===== src/rtl/wrr_grant_arbiter.sv =====
// Weighted round-robin arbiter with a two-level priority class.
// A winner holds its grant for a weight-defined burst. The grant is released
// early if the owner drops its request. Every burst is followed by exactly
// one idle arbitration cycle, and the rotating pointer then moves past the
// last owner.
module wrr_grant_arbiter #(
  parameter int CHANNELS   = 8,
  parameter int WEIGHT_W   = 5,
  parameter int MAX_WEIGHT = 16,
  localparam int ID_W      = (CHANNELS > 2) ? $clog2(CHANNELS) : 1,
  localparam int CNT_W     = $clog2(MAX_WEIGHT + 1)
) (
  input  logic                         clk,
  input  logic                         reset,
  input  logic [CHANNELS-1:0]          request,
  input  logic [CHANNELS-1:0]          priorities,
  input  logic [CHANNELS*WEIGHT_W-1:0] weight,
  output logic [CHANNELS-1:0]          grant,
  output logic                         grant_valid,
  output logic [ID_W-1:0]              grant_id
);

  typedef enum logic [1:0] {
    IDLE = 2'b00,
    HOLD = 2'b01
  } state_e;

  state_e               state_q, state_d;
  logic [ID_W-1:0]      ptr_q, ptr_d;
  logic [CNT_W-1:0]     count_q, count_d;
  logic [CNT_W-1:0]     eff_q, eff_d;
  logic [CHANNELS-1:0]  grant_q, grant_d;
  logic [ID_W-1:0]      id_q, id_d;
  logic                 valid_q, valid_d;

  logic [CHANNELS-1:0]  cand;
  logic                 found;
  logic [ID_W-1:0]      win;
  logic [WEIGHT_W-1:0]  w_arr [CHANNELS];

  // A zero weight still gives a one-cycle burst, and oversized weights are
  // capped so that the burst counter cannot overflow.
  function automatic logic [CNT_W-1:0] clamp_weight(input logic [WEIGHT_W-1:0] w);
    if (w == '0)                  return CNT_W'(1);
    else if (int'(w) > MAX_WEIGHT) return CNT_W'(MAX_WEIGHT);
    else                           return CNT_W'(w);
  endfunction

  // Unpack the flat weight bus into one field per channel.
  always_comb begin
    for (int c = 0; c < CHANNELS; c++) begin
      w_arr[c] = weight[c*WEIGHT_W +: WEIGHT_W];
    end
  end

  // Candidate set and rotating first-set-bit search starting at ptr_q.
  always_comb begin
    // NOTE: every combinational output gets a default before any branch, so no latch is inferred.
    cand  = request & priorities;
    found = 1'b0;
    win   = '0;
    if (cand == '0) cand = request;
    for (int i = 0; i < CHANNELS; i++) begin
      if (!found && cand[ID_W'((int'(ptr_q) + i) % CHANNELS)]) begin
        found = 1'b1;
        win   = ID_W'((int'(ptr_q) + i) % CHANNELS);
      end
    end
  end

  // Next-state logic: arbitrate in IDLE, count out the burst in HOLD.
  always_comb begin
    state_d = state_q;
    ptr_d   = ptr_q;
    count_d = count_q;
    eff_d   = eff_q;
    grant_d = grant_q;
    id_d    = id_q;
    valid_d = valid_q;
    case (state_q)
      IDLE: begin
        if (found) begin
          grant_d = CHANNELS'(1) << win;
          id_d    = win;
          valid_d = 1'b1;
          eff_d   = clamp_weight(w_arr[win]);
          count_d = CNT_W'(1);
          state_d = HOLD;
        end else begin
          grant_d = '0;
          id_d    = '0;
          valid_d = 1'b0;
        end
      end
      HOLD: begin
        // Owner drop and burst expiry share one release path, so the pointer
        // advances only once even if both happen on the same edge.
        if (!request[id_q] || (count_q >= eff_q)) begin
          grant_d = '0;
          id_d    = '0;
          valid_d = 1'b0;
          state_d = IDLE;
          ptr_d   = (id_q == ID_W'(CHANNELS - 1)) ? '0 : id_q + 1'b1;
        end else begin
          count_d = count_q + 1'b1;
        end
      end
      default: begin
        grant_d = '0;
        id_d    = '0;
        valid_d = 1'b0;
        count_d = '0;
        state_d = IDLE;
      end
    endcase
  end

  // State and output registers with asynchronous active-low reset.
  always_ff @(posedge clk or negedge reset) begin
    if (!reset) begin
      state_q <= IDLE;
      ptr_q   <= '0;
      count_q <= '0;
      eff_q   <= '0;
      grant_q <= '0;
      id_q    <= '0;
      valid_q <= 1'b0;
    end else begin
      // NOTE: registers use non-blocking assignments so all of them update from the same pre-edge values.
      state_q <= state_d;
      ptr_q   <= ptr_d;
      count_q <= count_d;
      eff_q   <= eff_d;
      grant_q <= grant_d;
      id_q    <= id_d;
      valid_q <= valid_d;
    end
  end

  assign grant       = grant_q;
  assign grant_valid = valid_q;
  assign grant_id    = id_q;

endmodule

===== config.mk =====
export PLATFORM = sky130hd
export DESIGN_NAME = wrr_grant_arbiter
export DESIGN_NICKNAME = d
export VERILOG_FILES = /design/src/rtl/wrr_grant_arbiter.sv
export SDC_FILE = /design/constraint.sdc
export NUM_CORES = 1
export LEC_CHECK = 0
export BUFFER_PORTS_ARGS = -buffer_cell sky130_fd_sc_hd__buf_2
export CAP_MARGIN = 20
export CORE_AREA = 4 4 69 96
export DETAILED_ROUTE_END_ITERATION = 7
export DIE_AREA = 0 0 73 100
export GPL_TIMING_DRIVEN = 1
export PLACE_DENSITY = 0.84
export SLEW_MARGIN = 20
export SYNTH_ARGS = -nofsm -noshare
export SYNTH_HDL_FRONTEND = slang
export SYNTH_SLANG_ARGS = --single-unit

===== constraint.sdc =====
create_clock -name clk -period 4.65 [get_ports clk]
set_clock_uncertainty 0.2 [all_clocks]
set_input_delay 0.6975 -clock clk [delete_from_list [all_inputs] [get_ports clk]]
set_output_delay 0.6975 -clock clk [all_outputs]
set_load 0.02 [all_outputs]

# Yosys cells after proc, flatten, opt, wreduce, memory -nomap -nowiden

Cells that the tools add are included.

Add/subtract/negate cells: 9
Magnitude comparators: 12
Equality and inequality tests: 5
Shift operators: 1
Muxes and demuxes: 64
Bitwise operators: 2
Reduce and logical (&&, ||, !) cells: 23

Operators with widths:

| kind                | number |
|---|---|
| $lt 3x5->1 const B  | 8 |
| $mux 3              | 11 |
| $mux 5              | 6 |
| $bmux 1 s3          | 9 |
| $mux 1              | 27 |
| $mux 8              | 3 |
| $pmux 8 s2          | 1 |
| $bmux 5 s3          | 1 |
| $add 3x3->3 const B | 4 |
| $pmux 5 s2          | 1 |
| $and 8x8->8         | 1 |
| $logic_not 1->1     | 8 |
| $logic_not 8->1     | 1 |
| $reduce_and 2->1    | 4 |
| $shl 1x3->8 const A | 1 |
| $logic_and 1x1->1   | 7 |
| $add 3x1->3 const B | 2 |
| $add 3x2->3 const B | 2 |
| $ne 2x2->1 const B  | 3 |
| $pmux 3 s2          | 1 |
| $add 5x1->5 const B | 1 |
| $ge 5x5->1          | 1 |
| $gt 5x5->1 const B  | 1 |
| $logic_not 5->1     | 1 |
| 10 further kinds    | 11 |

Register bits after elaboration: 27
Input port bits: 58
Output and inout bits: 12
Logic and storage cells: 123

# Depth between registers and ports, before layout

Depth in word-level cells: 35
Depth in mapped cells: 18
Mapped depth without buffers: 15

# Worst setup path before layout

Ideal clock, no wire load.

Kind: input -> register
Start point: input port request[1]
End point: register eff_q[0]
Setup time: 0.066 ns
Arrival time: 3.692 ns
Data required time: 4.384 ns
Path slack: 0.692 ns
Cell stages on the path: 15
Path buffers: 2
Path through: a22oi_4 a41oi_2 o32ai_2 mux2i_1 mux2_2 a21o_1 a211o_1 o211ai_1 buf_6 buf_6 mux2i_1 mux2i_1 mux2_2 o31ai_1 a22o_1

Longest elaborated chain between the ends: 35
Elaborated cells between the ends (all ways): 66
Those cells by class: order compare (1); mux (46); bitwise (2); reduce/logical (17)

RTL lines:

| what                                       | RTL line | text |
|---|---|---|
| start: declaration                         | 15       | `input logic [CHANNELS-1:0] request,` |
| $and 8x8->8                                | 59       | `cand = request & priorities;` |
| $logic_not 8->1                            | 62       | `if (cand == '0) cand = request;` |
| $mux 8 *                                   | 62       |  |
| $bmux 1 s3                                 | 64       | `if (!found && cand[ID_W'((int'(ptr_q) + i) % CHANNELS)]) begin` |
| $mux 1 (implied by the code) (2 in series) | 64       |  |
| $mux 1                                     | 64       |  |
| $logic_not 1->1                            | 64       |  |
| $logic_and 1x1->1                          | 64       |  |
| [... 17 more ...]                          | --       |  |
| $logic_and 1x1->1                          | 64       |  |
| $mux 3                                     | 64       |  |
| $not 3->4 (implied by the code)            | 86       | `eff_d = clamp_weight(w_arr[win]);` |
| $bmux 5 s3                                 | 86       |  |
| $mux 5 (implied by the code) (2 in series) | 86       |  |
| $gt 5x5->1                                 | 45       | `else if (int'(w) > MAX_WEIGHT) return CNT_W'(MAX_WEIGHT);` |
| $mux 5                                     | 45       |  |
| $mux 5                                     | 44       | `if (w == '0) return CNT_W'(1);` |
| end signal: assignment                     | 124      | `eff_q <= '0;` |
| end signal: assignment                     | 133      | `eff_q <= eff_d;` |
| end: declaration                           | 31       | `logic [CNT_W-1:0] eff_q, eff_d;` |

Every way passes the cells marked *; elsewhere a longest branch is shown, timed or not. The select of a mux whose other input is x is not followed.
A chain may end at the register's enable or synchronous reset.

# Worst setup path in the final report

Start point: input port request[4]
End point: register eff_q[0]

The elaborated chain is that of the path after synthesis.

==> impl_results.md <==
* Syn_nets at 371
* H-tree level count at 1
* Gate Count Post-Synth at 303
* Fillers at 501
* Status: completed
* Final setup viols at 0
* Drt first pass iters at 5
* Slew Viols, Final at 0
* TritonCTS clock tree: done
* WL/cell at 17.5 um
* Startpoint types: input port
* All-Layer GR Usage at 21.6%
* Initial Utilization at 48.4%
* Vias in the first global route at 2,714
* Post-CTS Setup Bufs at 0
* Final hold vios at 0
* CTS Root Cell: clkbuf_8
* Final min period at 4.30 ns
* Actual slew at the worst max-slew pin at 0.574 ns
* Synth async-reset ratio at 100%
* Synthesized area per cell at 9.29 sq um
* Top FF cell, synth: dfrtp_1
* Yosys cell types at 56
* Setup crit end kind: flop
* CP arrival at 4.32 ns
* Initial antenna violation count at 0
* Routed Antenna Nets at 0
* Setup_tns at 0 ns
* WS Path Type: in -> reg
* Slew headroom at 61.4%
* Sequential-to-total area share from yosys stat at 23.1%
* Chip Height at 100 um
* Vias per cell at 6.27
* Reg clk slew, reported paths at 0.09 ns
* Num CTS Buffers at 3
* Num rows at 33
* Post-synthesis mux area share at 22.2%
* Worst-case clock buffer depth at 2
* Worst Reg-to-Reg Cells at 15
* Post-synthesis adder-cell area fraction at 4.44%
* IO Port Bufs at 69
* Beginning of the critical path: request[4]
* Final period util at 92.6%
* # resized after CTS at 0
* Synth Area in Simple Gates at 12.2%
* Max frequency at 232 MHz
* DRC viols at 0
* Ys Warns at 0
* Flop2flop setup slack at 0.46 ns
* Min-delay worst type: in -> async
* Peak VDD IR at 0.739 mV
* Die W at 73 um
* Clock sinks at 26
* Post-DP HPWL at 6120 um
* Number of DRC markers in iteration 0 at 263
* Largest net degree at the start of global routing at 28
* WL final at 7740 um
* Mapped cell area at 2820 sq um
* Leakage at 1.59 nW
* Pwr dens at 899 nW/um^2
* Global route total overflow at 0
* Final Instance Count excl. Fillers at 443
* Maxcap violations at 0
* Synth area leader: dfrtp_1
* First-pass GRT wire length at 12,800 um
* Io pins at 70
* R2R Path Start: ptr_q[0]
* Gpl congestion at 0.964
* Diode count at 0
* Cts hold-fix bufs at 0
* Xor-xnor portion of the synthesized cell area at 2.18%
* P&R area growth vs syn at 18.3%
* Largest family of logic cells by synthesized area: compound AO/OA/AOI/OAI gates
* Number of synthesized flops with an enable pin at 0
* Number of nets in the layout at 442
* Core Box Area at 5820 sq um
* Compound-Gate Fraction of Synth Area at 30.2%
* DIE AREA at 7300 sq um
* Critical Path RT at 4.66 ns
* Placed cell count at 439
* Total number of vias at 2,779
* CP Max Fanout at 27
* #FFs+latches synth at 26
* Share of cells above drive strength 1 at 32.2%
* Synth area leaders: dfrtp_1 23%, mux2i_1 12%, mux4_2 7.2%
* Worst flop-to-flop path endpoint: eff_q[0]
* Post-synth top area share at 23.1%
* Worst-skew pair later-pin latency at 0.27 ns
* RSZ-0062 raised after global routing: no
[critical path, cell delays in order]
cell,delay [ns]
buf_2,0.18
a22oi_4,0.13
a41oi_1,0.53
o32ai_1,0.24
mux2i_2,0.34
o211ai_1,0.17
a21oi_2,0.31
a31oi_1,0.13
o211ai_1,0.28
buf_12,0.24
mux2_2,0.35
nor2_1,0.08
a21oi_1,0.06
a211oi_2,0.39
a22o_1,0.18
[how the worst max path moves through the flow]
stage / slack (ns) / cells past startpoint / end
2_1_floorplan: 0.69 / 15 / eff_q[0]
4_1_cts: 0.42 / 15 / eff_q[0]
3_5_place_dp: 0.13 / 15 / eff_q[2]
6_report: 0.35 / 15 / eff_q[0]
3_3_place_gp: 0.22 / 15 / eff_q[2]
5_1_grt: 0.009 / 15 / eff_q[1]
[power breakdown]
part	switching (W)	internal (W)
clock network	0.0000692	0.000115
registers	0.0000718	0.000309
logic	0.00135	0.00108
[layout by cell type, fill, tap and decap left out, types with 3 or more instances in the layout]
| cell type | netlist | layout |
|---|---|---|
| a22oi_4 | 4 | 4 |
| dfrtp_1 | 26 | 26 |
| ha_1 | 10 | 10 |
| buf_2 | 1 | 69 |
| buf_4 | 1 | 10 |
| a21o_1 | 4 | 4 |
| a22o_1 | 4 | 4 |
| a21oi_1 | 9 | 9 |
| o21ai_0 | 17 | 17 |
| a211oi_1 | 4 | 4 |
| mux2_2 | 6 | 6 |
| mux2i_1 | 33 | 33 |
| inv_1 | 18 | 18 |
| o32ai_2 | 4 | 4 |
| o211ai_1 | 4 | 4 |
| clkbuf_8 | 0 | 3 |
| mux4_2 | 9 | 9 |
| nor2_1 | 15 | 15 |
| nand2_1 | 49 | 49 |
| o32ai_1 | 12 | 12 |
| nand2b_1 | 5 | 5 |
| a41oi_2 | 6 | 6 |
| o22ai_1 | 7 | 7 |
| xor2_1 | 5 | 5 |
[per-stage QoR]
step	instance area (sq um)	setup slack, ns	hold slack [ns]	util, %	total power, W
floorplan	2820	0.692	0.202	-	0.00233
finish	3330	0.345	0.205	57.2	0.00299
CTS	3330	0.418	0.217	57.2	0.00299
detailed placement	3260	0.132	0.271	56.0	0.00279
global route	3330	0.00860	0.242	57.2	0.00324
global placement	3260	0.220	0.256	56.0	0.00274
[kinds of logic after synthesis]
kind of cell / count (synthesis)
AO/OA/AOI/OAI: 96
buffers and inverters: 34
multiplexers: 50
XOR/XNOR: 7
AND/OR/NAND/NOR: 80
adder cells (fa/ha/maj): 10
flip-flops: 26
[state kept, by name, summed over array words and instances, names as in the netlist]
name and cells:
ptr_q 3, grant_valid 1, count_q 5, grant_id 3, state_q 1, grant 8
eff_q 5
[area by class of cell]
cell class | count | area (sq um) | area share, %
inverters | 20 | 75.1 | 2.25
multi-input cells | 243 | 2010 | 60.2
flip-flops and latches | 26 | 651 | 19.5
clock buffers | 3 | 41.3 | 1.24
clock inverters | 1 | 30.0 | 0.902
well taps | 70 | 87.6 | 2.63
repair buffers | 80 | 440 | 13.2
[cells in the mapped netlist, drive strengths merged, types with 2 or more instances]
master and count:
and2 2, mux2i 34, a211oi 6, o211ai 4, xor2 5, xnor2 2
a211o 2, a22o 4, clkbuf 8, nand2b 5, nand2 49, mux4 9
o31ai 2, a32o 2, nor2b 2, a21o 4, a41oi 8, o21ai 17
o221ai 2, mux2 7, dfrtp 26, o32ai 16, a22oi 5, ha 10
buf 6, o22ai 7, a21oi 10, nand4 2, inv 19, nor2 15
[metal layers]
metal / wire [um] / global-route usage [%]
met3: 540 / 1.70
met4: 332 / 9.80
met1: 2890 / 25.5
met5: 0 / 0
met2: 3980 / 38.7
Power figures use the tool's default switching activity.
